==> config.mk <==
export PLATFORM = sky130hd
export DESIGN_NAME = eq_lut_ctrl
export DESIGN_NICKNAME = d
export VERILOG_FILES = /design/src/rtl/eq_lut_ctrl.sv
export SDC_FILE = /design/constraint.sdc
export NUM_CORES = 1
export LEC_CHECK = 0
export BUFFER_PORTS_ARGS = -buffer_cell sky130_fd_sc_hd__buf_4
export CORE_ASPECT_RATIO = 0.5
export CORE_UTILIZATION = 30
export CTS_CLUSTER_SIZE = 28
export DETAILED_ROUTE_END_ITERATION = 10
export GPL_TIMING_DRIVEN = 0
export SLEW_MARGIN = 20
export SYNTH_ARGS = -nofsm -noshare
export SYNTH_HDL_FRONTEND = slang
export SYNTH_SLANG_ARGS = --single-unit
==> constraint.sdc <==
create_clock -name clk -period 2.2 [get_ports clk]
set_input_delay 0.11 -clock clk [delete_from_list [all_inputs] [get_ports clk]]
set_output_delay 0.11 -clock clk [all_outputs]
set_load 0.02 [all_outputs]
==> src/rtl/eq_lut_ctrl.sv <==
// Histogram-equalisation LUT builder: scans a CDF memory for its minimum nonzero entry, then
// divides each bin through an external divider and writes the saturated result into the LUT.
// Optional division watchdog is compiled in with `define EQ_DIV_TIMEOUT_EN.
module eq_lut_ctrl #(
  parameter int unsigned  BINS        = 256,
  parameter int unsigned  SIZE        = 307200,
  parameter int unsigned  DIV_TIMEOUT = 128,
  localparam int unsigned AW          = $clog2(BINS)
) (
  input  logic          clk,
  input  logic          reset,
  input  logic          start,
  output logic          cdf_rd_en,
  output logic [AW-1:0] cdf_rd_addr,
  input  logic [31:0]   cdf_rd_data,
  output logic          div_en,
  output logic [31:0]   div_cdf_in,
  output logic [31:0]   div_cdf_min,
  input  logic [31:0]   div_g_out,
  input  logic          div_ready,
  output logic          lut_wr_en,
  output logic [AW-1:0] lut_wr_addr,
  output logic [7:0]    lut_wr_data,
  output logic [31:0]   cdf_min,
  output logic          busy,
  output logic          done,
  output logic          error
);

  typedef enum logic [3:0] {
    StIdle,
    StScanRd,
    StScanChk,
    StRd,
    StRdWait,
    StDivSetup,
    StDivRun,
    StWrite,
    StFin
  } state_e;

  state_e        state;
  logic [AW-1:0] idx;
  logic [31:0]   cdf;
  logic          last_bin;
  logic          rd_skip;
  logic          rd_sat;
  logic [7:0]    g_sat;

`ifdef EQ_DIV_TIMEOUT_EN
  localparam int unsigned TW = $clog2(DIV_TIMEOUT + 1);
  logic [TW-1:0] div_cnt;
`else
  assign error = 1'b0;
`endif

  assign last_bin    = (idx == AW'(BINS - 1));
  assign rd_skip     = (cdf_rd_data == '0) || (cdf_rd_data < cdf_min);
  // A minimum equal to the frame size leaves a zero divisor.
  assign rd_sat      = (cdf_min == 32'(SIZE));
  assign g_sat       = (div_g_out > 32'd255) ? 8'hff : div_g_out[7:0];
  assign div_cdf_in  = cdf;
  assign div_cdf_min = cdf_min;

  always_ff @(posedge clk or negedge reset) begin
    if (!reset) begin
      state       <= StIdle;
      idx         <= '0;
      cdf         <= '0;
      cdf_min     <= '0;
      cdf_rd_en   <= 1'b0;
      cdf_rd_addr <= '0;
      div_en      <= 1'b0;
      lut_wr_en   <= 1'b0;
      lut_wr_addr <= '0;
      lut_wr_data <= '0;
      busy        <= 1'b0;
      done        <= 1'b0;
`ifdef EQ_DIV_TIMEOUT_EN
      error       <= 1'b0;
      div_cnt     <= '0;
`endif
    end else begin
      cdf_rd_en <= 1'b0;
      lut_wr_en <= 1'b0;
      done      <= 1'b0;
      unique case (state)
        StIdle: begin
          if (start) begin
            busy        <= 1'b1;
            cdf_min     <= '0;
            idx         <= '0;
            cdf_rd_en   <= 1'b1;
            cdf_rd_addr <= '0;
`ifdef EQ_DIV_TIMEOUT_EN
            error       <= 1'b0;
`endif
            state       <= StScanRd;
          end
        end
        StScanRd: state <= StScanChk;
        StScanChk: begin
          if (cdf_rd_data != '0 || last_bin) begin
            // An all-zero CDF leaves cdf_min at zero.
            cdf_min     <= cdf_rd_data;
            idx         <= '0;
            cdf_rd_en   <= 1'b1;
            cdf_rd_addr <= '0;
            state       <= StRd;
          end else begin
            idx         <= idx + 1'b1;
            cdf_rd_en   <= 1'b1;
            cdf_rd_addr <= idx + 1'b1;
            state       <= StScanRd;
          end
        end
        StRd: state <= StRdWait;
        StRdWait: begin
          cdf <= cdf_rd_data;
          if (rd_skip || rd_sat) begin
            lut_wr_en   <= 1'b1;
            lut_wr_addr <= idx;
            lut_wr_data <= rd_skip ? 8'h00 : 8'hff;
            state       <= StWrite;
          end else begin
            state <= StDivSetup;
          end
        end
        StDivSetup: begin
          div_en  <= 1'b1;
`ifdef EQ_DIV_TIMEOUT_EN
          div_cnt <= '0;
`endif
          state   <= StDivRun;
        end
        StDivRun: begin
          if (div_ready) begin
            div_en      <= 1'b0;
            lut_wr_en   <= 1'b1;
            lut_wr_addr <= idx;
            lut_wr_data <= g_sat;
            state       <= StWrite;
          end
`ifdef EQ_DIV_TIMEOUT_EN
          else if (div_cnt == TW'(DIV_TIMEOUT - 1)) begin
            div_en      <= 1'b0;
            error       <= 1'b1;
            lut_wr_en   <= 1'b1;
            lut_wr_addr <= idx;
            lut_wr_data <= 8'h00;
            state       <= StWrite;
          end else begin
            div_cnt <= div_cnt + 1'b1;
          end
`endif
        end
        StWrite: begin
          if (last_bin) begin
            idx   <= '0;
            done  <= 1'b1;
            state <= StFin;
          end else begin
            idx         <= idx + 1'b1;
            cdf_rd_en   <= 1'b1;
            cdf_rd_addr <= idx + 1'b1;
            state       <= StRd;
          end
        end
        StFin: begin
          busy  <= 1'b0;
          state <= StIdle;
        end
        default: state <= StIdle;
      endcase
    end
  end

endmodule

==> insert_results.sql, run 1 <==
INSERT INTO impl_metrics (metric_group, metric, value, unit) VALUES
('floorplan', 'die_x', '193', 'um'),
('clocking', 'tritoncts.num_buffers', '9', ''),
('min_path', 'timing.hold.worst.class', 'in2reg', ''),
('synth', 'synth.lib_cells_used.distinct', '48', ''),
('synth', 'yosys_most_used_dff', 'sky130_fd_sc_hd__dfrtp_1', ''),
('cells_and_area', 'finish.cell_count_without_fillers', '988', ''),
('min_path', 'hold_path_cells', '2', ''),
('synth', 'synthTopCellsByCount', '105 x sky130_fd_sc_hd__dfrtp_1, 40 x sky130_fd_sc_hd__mux2_2, 33 x sky130_fd_sc_hd__buf_4, 33 x sky130_fd_sc_hd__inv_1', ''),
('critical_path', 'ff2ff_path_depth', '12', ''),
('cells_and_area', 'multi_input_area', '0.00269', 'mm^2'),
('global_route', 'grt_use_met2', '29.4', '%'),
('sta', 'finalHoldWorstSlack', '0.00964', 'ns'),
('status', 'violations_in_the_final_reports', 'design-rule violations, negative setup slack', ''),
('sta', 'fmax', '0.435', 'GHz'),
('global_route', 'globalRouteTotalUtil', '17.6', '%'),
('place', 'place_ws', '-0.345', 'ns'),
('power', 'ir_worst_vdd', '0.498', 'mV'),
('sta', 'timing.max_slew.rel_slack', '33.9', '%'),
('clocking', 'cts.reportedPaths.clkPinSlew', '0.08', 'ns'),
('detailed_routing', 'route.detailed.vias_per_inst', '4.79', ''),
('critical_path', 'worst_ep_arrival_time', '2.53', 'ns'),
('clocking', 'buffer_depth_of_the_longest_clock_path', '2', ''),
('global_route', 'grt_remaining_overflow', '0', ''),
('synth', 'synth.area.top_cells', 'sky130_fd_sc_hd__dfrtp_1 48%, sky130_fd_sc_hd__mux2_2 8.2%, sky130_fd_sc_hd__ha_1 7.3%', ''),
('critical_path', 'cp_slowest_cell', 'sky130_fd_sc_hd__dfrtp_2', ''),
('synth', 'synthDominantAreaCellType', 'sky130_fd_sc_hd__dfrtp_1', ''),
('floorplan', 'pin_count', '194', ''),
('cells_and_area', 'area_growth', '53.5', '%'),
('synth', 'synth_top_area_share', '48.1', '%'),
('sta', 'grt_setup_unrepaired', 'yes', ''),
('sta', 'tightest_slew', '0.992', 'ns'),
('sta', 'timing.final.crit_period', '2.30', 'ns'),
('critical_path', 'critical_path.most_common_cell', 'sky130_fd_sc_hd__buf_6', ''),
('critical_path', 'timing.critical_path.fanout_max', '5', ''),
('power', 'p_per_area', '1480', 'mW/mm^2'),
('cells_and_area', 'insertedDiodeCount', '0', ''),
('synth', 'postSynthRegisterBits', '105', ''),
('critical_path', 'critical_path.endpoint_type', 'flop', ''),
('power', 'design_power_total', '0.0124', 'W'),
('global_route', 'grt_pass1_wl', '26000', 'um'),
('detailed_routing', 'detail_route.iter0.violations', '232', ''),
('clocking', 'deepest_level_of_the_cts_h_tree', '3', ''),
('place', 'post-place-cells', '916', ''),
('synth', 'synth.yosys.seq_area_share', '48.1', '%'),
('critical_path', 'path_class', 'reg2reg', ''),
('sta', 'hold_viol', '0', ''),
('detailed_routing', 'detail_route.first_pass.iterations', '7', ''),
('floorplan', 'fp-row-count', '34', ''),
('floorplan', 'die_h', '97.4', 'um'),
('synth', 'synth-warning-count', '0', ''),
('clocking', 'tritoncts_clock_tree', 'yes', ''),
('sta', 'finalSetupViolCount', '24', ''),
('synth', 'synth.most_common_cell', 'sky130_fd_sc_hd__dfrtp_1', ''),
('sta', 'final.setup_skew', '0.0129', 'ns'),
('floorplan', 'floorplan.initialDensity', '31.1', '%'),
('synth', 'postSynthCellCount', '490', ''),
('sta', 'final.setup.tns', '-1.38', 'ns'),
('status', 'run_status', 'finished, violations left', ''),
('clocking', 'insertion_delay', '0.35', 'ns'),
('critical_path', 'timing.critical_path.cells', 'inv_1, ha_1, nand4_1, nor3_2, a221oi_2, o211ai_1, buf_4, buf_6, a21oi_4, buf_6, o21ai_2, mux2_4', ''),
('detailed_routing', 'wl', '16200', 'um'),
('sta', 'final-max-slew-violation-count', '0', ''),
('sta', 'post-route-worst-setup-slack', '-0.0974', 'ns'),
('critical_path', 'timing.critical_path.slowest_cell_delay', '0.40', 'ns'),
('detailed_routing', 'antenna_left', '0', ''),
('place', 'buffer_ports.inserted', '192', ''),
('place', 'hpwl_after_detailed_placement', '11500', 'um'),
('cells_and_area', 'final_layout_size_suffix_gt1_share', '57.3', '%'),
('job', 'maxCapViolCount', '0', ''),
('detailed_routing', 'drc_errors', '16', ''),
('cells_and_area', 'seq_area', '0.00266', 'mm^2');
-- per-stage QoR --
stage	cell area (um^2)	util, %
2_1_floorplan	5580	-
3_3_place_gp	7320	41.7
3_5_place_dp	7320	41.7
4_1_cts	8180	46.6
5_1_grt	8380	47.7
6_report	8380	47.7
-- routing by layer --
layer | part of all wire (%) | vias to the layer above
li1 | - | 2279
met5 | 0 | -
met2 | 49 | 75
met3 | 3.4 | 19
met4 | 1.5 | 0
met1 | 46 | 2355
-- area by class of cell --
class / instances / area share (%)
clock inverter: 7 / 0.940
buffer: 48 / 4.18
inverter: 36 / 1.67
clock buffer: 9 / 2.69
multi-input combinational: 301 / 32.1
tap: 234 / 3.49
sequential: 105 / 31.7
timing repair buffer: 248 / 23.2
-- cell usage in the layout, fill, tap and decap left out, types with 10 or more instances in the layout --
cell type                   Yosys  layout
sky130_fd_sc_hd__nand2_1       19      19
sky130_fd_sc_hd__mux2_2        40      32
sky130_fd_sc_hd__o21ai_0       24      15
sky130_fd_sc_hd__nand4_1       10      10
sky130_fd_sc_hd__inv_1         33      25
sky130_fd_sc_hd__nor2_1        14      13
sky130_fd_sc_hd__nor4_1        22      18
sky130_fd_sc_hd__buf_4         33     271
sky130_fd_sc_hd__a21oi_1       21      16
sky130_fd_sc_hd__ha_4           0      11
sky130_fd_sc_hd__dfrtp_1      105      80
sky130_fd_sc_hd__o21ai_2        0      10
sky130_fd_sc_hd__clkbuf_16      0      12
sky130_fd_sc_hd__ha_1          32      21
sky130_fd_sc_hd__inv_2          3      10
sky130_fd_sc_hd__a22o_1        32      32
sky130_fd_sc_hd__dfrtp_2        0      25
-- path summary, 6_finish.rpt --
check                                      end            from  slack (ns)
worst max-delay path            lut_wr_data[2]     cdf_min[25]        -0.1
worst max register to register  lut_wr_data[2]     cdf_min[25]        -0.1
worst min register to register  cdf_rd_addr[3]  cdf_rd_addr[3]        0.49
worst min-delay path                cdf_min[1]  cdf_rd_data[1]        0.01
min in group asynchronous          cdf_min[29]           reset        0.45
max in group asynchronous               idx[0]           reset        1.01
-- worst max-delay path: cells and delay by family, from the launching register on --
| kind | cells | cell delay (ns) |
|---|---|---|
| compound gates | 4 | 0.53 |
| buf+inv | 4 | 0.48 |
| flops | 1 | 0.40 |
| mux | 1 | 0.28 |
| simple gates | 2 | 0.25 |
| fa+ha+maj | 1 | 0.23 |
-- timing repair --
action	4_1_cts	5_1_grt
pin swaps	25	39
endpoints found under the setup margin	83	70
hold buffers	2	0
gates resized for setup	57	13
gates cloned	1	3
setup buffers	39	11
endpoints found under the hold margin	106	0
-- report_power, final --
| part | switching, W | total, W | internal, W |
|---|---|---|---|
| Sequential | 0.000585 | 0.00333 | 0.00274 |
| Combinational | 0.00371 | 0.00742 | 0.00371 |
| Clock | 0.000833 | 0.00165 | 0.000816 |
-- cells by family (layout without fill, tap and decap cells) --
| logic type | count (synthesis) | after routing | synth area share, % |
|---|---|---|---|
| flops | 105 | 105 | 48.1 |
| compound gates | 111 | 111 | 13.9 |
| fa+ha+maj | 32 | 32 | 7.33 |
| mux | 48 | 48 | 9.90 |
| xor+xnor | 7 | 7 | 1.12 |
| other cells | 1 | 1 | 0.0687 |
| simple gates | 102 | 102 | 11.0 |
| buf+inv | 84 | 348 | 8.55 |
-- state kept, by name, indices dropped and copies added, names as in the netlist --
| register | cells |
|---|---|
| busy | 1 |
| cdf_min | 32 |
| cdf_rd_addr | 8 |
| cdf_rd_en | 1 |
| div_cdf_in | 32 |
| div_en | 1 |
| done | 1 |
| idx | 8 |
| lut_wr_addr | 8 |
| lut_wr_data | 8 |
| lut_wr_en | 1 |
| state | 4 |
No activity file was read; power rests on OpenSTA's default activity.
==> run 2: changes to the inputs <==
--- a/config.mk
+++ b/config.mk
@@ -7,10 +7,11 @@
 export LEC_CHECK = 0
 export BUFFER_PORTS_ARGS = -buffer_cell sky130_fd_sc_hd__buf_4
 export CORE_ASPECT_RATIO = 0.5
-export CORE_UTILIZATION = 30
+export CORE_UTILIZATION = 45
 export CTS_CLUSTER_SIZE = 28
 export DETAILED_ROUTE_END_ITERATION = 10
 export GPL_TIMING_DRIVEN = 0
+export PLACE_DENSITY = 0.76
 export SLEW_MARGIN = 20
 export SYNTH_ARGS = -nofsm -noshare
 export SYNTH_HDL_FRONTEND = slang
==> run 2 against run 1 <==
Compared with the run above: the flow finishes with violations (negative setup slack); clock skew is 0.0038 ns lower; non-clock buffer count is 5 higher; final area is 0.70% higher; hold slack better by 0.0041 ns; total power is 1.3% higher; sequential share of layout area is 0.22 points lower; global-route usage is 6.9 points higher; register-to-register slack worse by 0.16 ns; first-iteration DRC count is 48% higher; clock-buffer cell count is 2 higher; via count is 6.4% higher; maximum frequency is 6.6% lower; critical path type unchanged; largest cell class unchanged; largest power group unchanged.
==> insert_results.sql, run 2 (synthesis results as in run 1) <==
INSERT INTO impl_metrics (metric_group, metric, value, unit) VALUES
('detailed_routing', 'route.detailed.vias_per_inst', '5.43', ''),
('place', 'buffer_ports.inserted', '192', ''),
('critical_path', 'crit_required', '2.43', 'ns'),
('place', 'hpwl_after_detailed_placement', '10700', 'um'),
('floorplan', 'fp-row-count', '28', ''),
('sta', 'final.setup_skew', '0.00911', 'ns'),
('critical_path', 'worstSetupEndpoint', 'lut_wr_addr[4]', ''),
('global_route', 'grt_start_max_net_pins', '106', ''),
('critical_path', 'timing.critical_path.from_type', 'flop', ''),
('power', 'p_per_area', '1490', 'mW/mm^2'),
('place', 'placement.cell_area', '0.00724', 'mm^2'),
('clocking', 'cts.reportedPaths.clkPinSlew', '0.07', 'ns'),
('floorplan', 'floorplan.initialDensity', '46.2', '%'),
('critical_path', 'worst_ep_arrival_time', '2.69', 'ns'),
('power', 'power_frac_seq', '26.9', '%'),
('sta', 'final.setup.tns', '-3.42', 'ns'),
('detailed_routing', 'wl', '16500', 'um'),
('sta', 'fmax', '0.407', 'GHz'),
('critical_path', 'path_buf_inv', '4', ''),
('sta', 'hold_viol', '0', ''),
('place', 'place_ws', '-0.339', 'ns'),
('clocking', 'cts-root-buf', 'sky130_fd_sc_hd__clkbuf_16', ''),
('critical_path', 'timing.critical_path.slowest_cell_delay', '0.42', 'ns'),
('critical_path', 'cp.depth', '12', ''),
('sta', 'final-max-slew-violation-count', '0', ''),
('detailed_routing', 'antenna_left', '0', ''),
('cells_and_area', 'area_growth', '54.6', '%'),
('floorplan', 'die_h', '79.9', 'um'),
('cells_and_area', 'final_layout_size_suffix_gt1_share', '59.3', '%'),
('critical_path', 'timing.critical_path.max_delay_family', 'buffers and inverters', ''),
('floorplan', 'core_area', '0.0118', 'mm^2'),
('critical_path', 'critical_path.most_common_cell', 'sky130_fd_sc_hd__buf_4', ''),
('cells_and_area', 'insertedDiodeCount', '0', ''),
('status', 'violations_in_the_final_reports', 'negative setup slack', ''),
('sta', 'timing.max_slew.rel_slack', '34.6', '%'),
('detailed_routing', 'detail_route.iter0.violations', '344', ''),
('floorplan', 'pin_count', '194', ''),
('power', 'p_leak', '4.00', 'nW'),
('critical_path', 'timing.critical_path.cells', 'inv_2, ha_4, nand4_1, buf_4, nor2_1, nand2_1, o211ai_1, a21oi_2, buf_4, buf_4, nand2_4, mux2_1', ''),
('global_route', 'grt_pass1_wl', '23700', 'um'),
('critical_path', 'timing.critical_path.fanout_max', '4', ''),
('sta', 'timing.final.crit_period', '2.46', 'ns'),
('cells_and_area', 'most-common-layout-cells', '279 x sky130_fd_sc_hd__buf_4, 80 x sky130_fd_sc_hd__dfrtp_1, 36 x sky130_fd_sc_hd__mux2_2, 32 x sky130_fd_sc_hd__a22o_1, 25 x sky130_fd_sc_hd__dfrtp_2', ''),
('power', 'internal-power', '0.00734', 'W'),
('global_route', 'grt_pass1_vias', '4502', ''),
('sta', 'finalSetupViolCount', '18', ''),
('clocking', 'tritoncts_clock_tree', 'yes', ''),
('sta', 'post-route-worst-setup-slack', '-0.258', 'ns'),
('clocking', 'insertion_delay', '0.35', 'ns'),
('job', 'maxCapViolCount', '0', ''),
('critical_path', 'rr_startpoint', 'cdf_min[24]', ''),
('detailed_routing', 'routed_wire_length_per_instance', '17.8', 'um'),
('place', 'globalplace.congestion', '0.862', ''),
('critical_path', 'critical_path.endpoint_type', 'flop', ''),
('critical_path', 'path_class', 'reg2reg', ''),
('cells_and_area', 'final_area', '0.00844', 'mm^2'),
('power', 'design_power_total', '0.0126', 'W'),
('power', 'power.combinational.fraction', '60.5', '%'),
('cells_and_area', 'post-route-util', '71.5', '%'),
('sta', 'part_of_the_cycle_the_worst_path_needs', '112', '%'),
('clocking', 'buffer_depth_of_the_longest_clock_path', '2', ''),
('detailed_routing', 'detail_route.first_pass.iterations', '5', ''),
('global_route', 'grt_antenna_before_repair', '0', ''),
('floorplan', 'die_x', '158', 'um'),
('critical_path', 'crit_reg_reg_endpoint', 'lut_wr_addr[4]', ''),
('power', 'ir_worst_vdd', '0.643', 'mV'),
('clocking', 'tritoncts.num_buffers', '9', ''),
('power', 'p_clk_share', '12.6', '%'),
('critical_path', 'cp_slowest_cell', 'sky130_fd_sc_hd__dfrtp_2', ''),
('cells_and_area', 'fin_nets', '857', ''),
('global_route', 'globalRouteTotalUtil', '24.5', '%'),
('clocking', 'deepest_level_of_the_cts_h_tree', '3', ''),
('detailed_routing', 'num_vias', '5029', ''),
('floorplan', 'die-area', '0.0126', 'mm^2'),
('status', 'run_status', 'finished, violations left', ''),
('global_route', 'grt_remaining_overflow', '0', ''),
('detailed_routing', 'drc_errors', '0', ''),
('clocking', 'cts_num_sinks', '105', ''),
('critical_path', 'reg2reg_setup_slack', '-0.26', 'ns'),
('critical_path', 'setup.worst_path.start', 'cdf_min[24]', ''),
('power', 'switching_fraction_of_total_power', '41.5', '%'),
('sta', 'tightest_slew', '0.981', 'ns'),
('critical_path', 'ff2ff_path_depth', '12', ''),
('power', 'switchingPower', '0.00522', 'W'),
('cells_and_area', 'layout.cells.most_common', 'sky130_fd_sc_hd__buf_4', ''),
('min_path', 'timing.hold.worst.class', 'in2reg', ''),
('sta', 'grt_setup_unrepaired', 'yes', '');
run 2: per-stage QoR:
step                      hold slack, ns  std cells
after global placement             0.361        847
after floorplan                   -0.186        490
after global routing              0.0129        927
after detailed placement           0.300        847
after CTS                        0.00362        897
final                             0.0138        927
run 2: worst min path at each step:
| stage | start | end | slack [ns] | cells after the start |
|---|---|---|---|---|
| 4_1_cts | cdf_rd_data[18] | cdf_min[18] | 0.004 | 2 |
| 6_report | cdf_rd_data[6] | cdf_min[6] | 0.01 | 2 |
| 3_5_place_dp | reset | div_cdf_in[18] | 0.30 | 1 |
| 5_1_grt | cdf_rd_data[20] | cdf_min[20] | 0.01 | 2 |
| 2_1_floorplan | reset | busy | -0.19 | 0 |
| 3_3_place_gp | cdf_rd_data[18] | cdf_min[18] | 0.36 | 2 |
run 2: power by group through the flow:
stage          combinational, W  sequential (W)  clock, W
2_1_floorplan           0.00300         0.00420         0
3_3_place_gp            0.00601         0.00346         0
3_5_place_dp            0.00614         0.00349         0
4_1_cts                 0.00677         0.00334   0.00159
5_1_grt                 0.00812         0.00348   0.00169
6_report                0.00760         0.00338   0.00158
run 2: layout make-up:
cell class,count,area (um^2)
plain buffers,48,347
well taps,165,206
fillers,869,3360
clock inverters,5,37.5
flip-flops and latches,105,2660
clock buffers,11,253
repair inverters,1,11.3
multi-input cells,303,2820
repair buffers,253,1970
inverters,36,143
run 2: what timing repair did:
item | CTS | global route
endpoints found under the hold margin | 105 | 0
gates resized for setup | 20 | 63
setup endpoints to repair | 80 | 57
buffers inserted | 31 | 26
gates cloned | 2 | 4
pin swaps | 10 | 48
hold buffers | 1 | 0
run 2: worst reg2reg max path: cells and delay by family (launching register included):
| family | cells | cell delay, ns |
|---|---|---|
| mux | 1 | 0.33 |
| buf+inv | 4 | 0.57 |
| fa+ha+maj | 1 | 0.26 |
| compound gates | 2 | 0.29 |
| flops | 1 | 0.42 |
| simple gates | 4 | 0.49 |
run 2: routing by layer:
| layer | global-route usage (%) | part of all wire [%] | vias to the layer above | wire length, um |
|---|---|---|---|---|
| met5 | 0 | 0 | - | 0 |
| met4 | 6.02 | 1.3 | 0 | 221 |
| met3 | 5.10 | 5.6 | 20 | 930 |
| met2 | 39.6 | 49 | 175 | 8030 |
| met1 | 33.5 | 44 | 2526 | 7330 |
| li1 | - | - | 2308 | - |
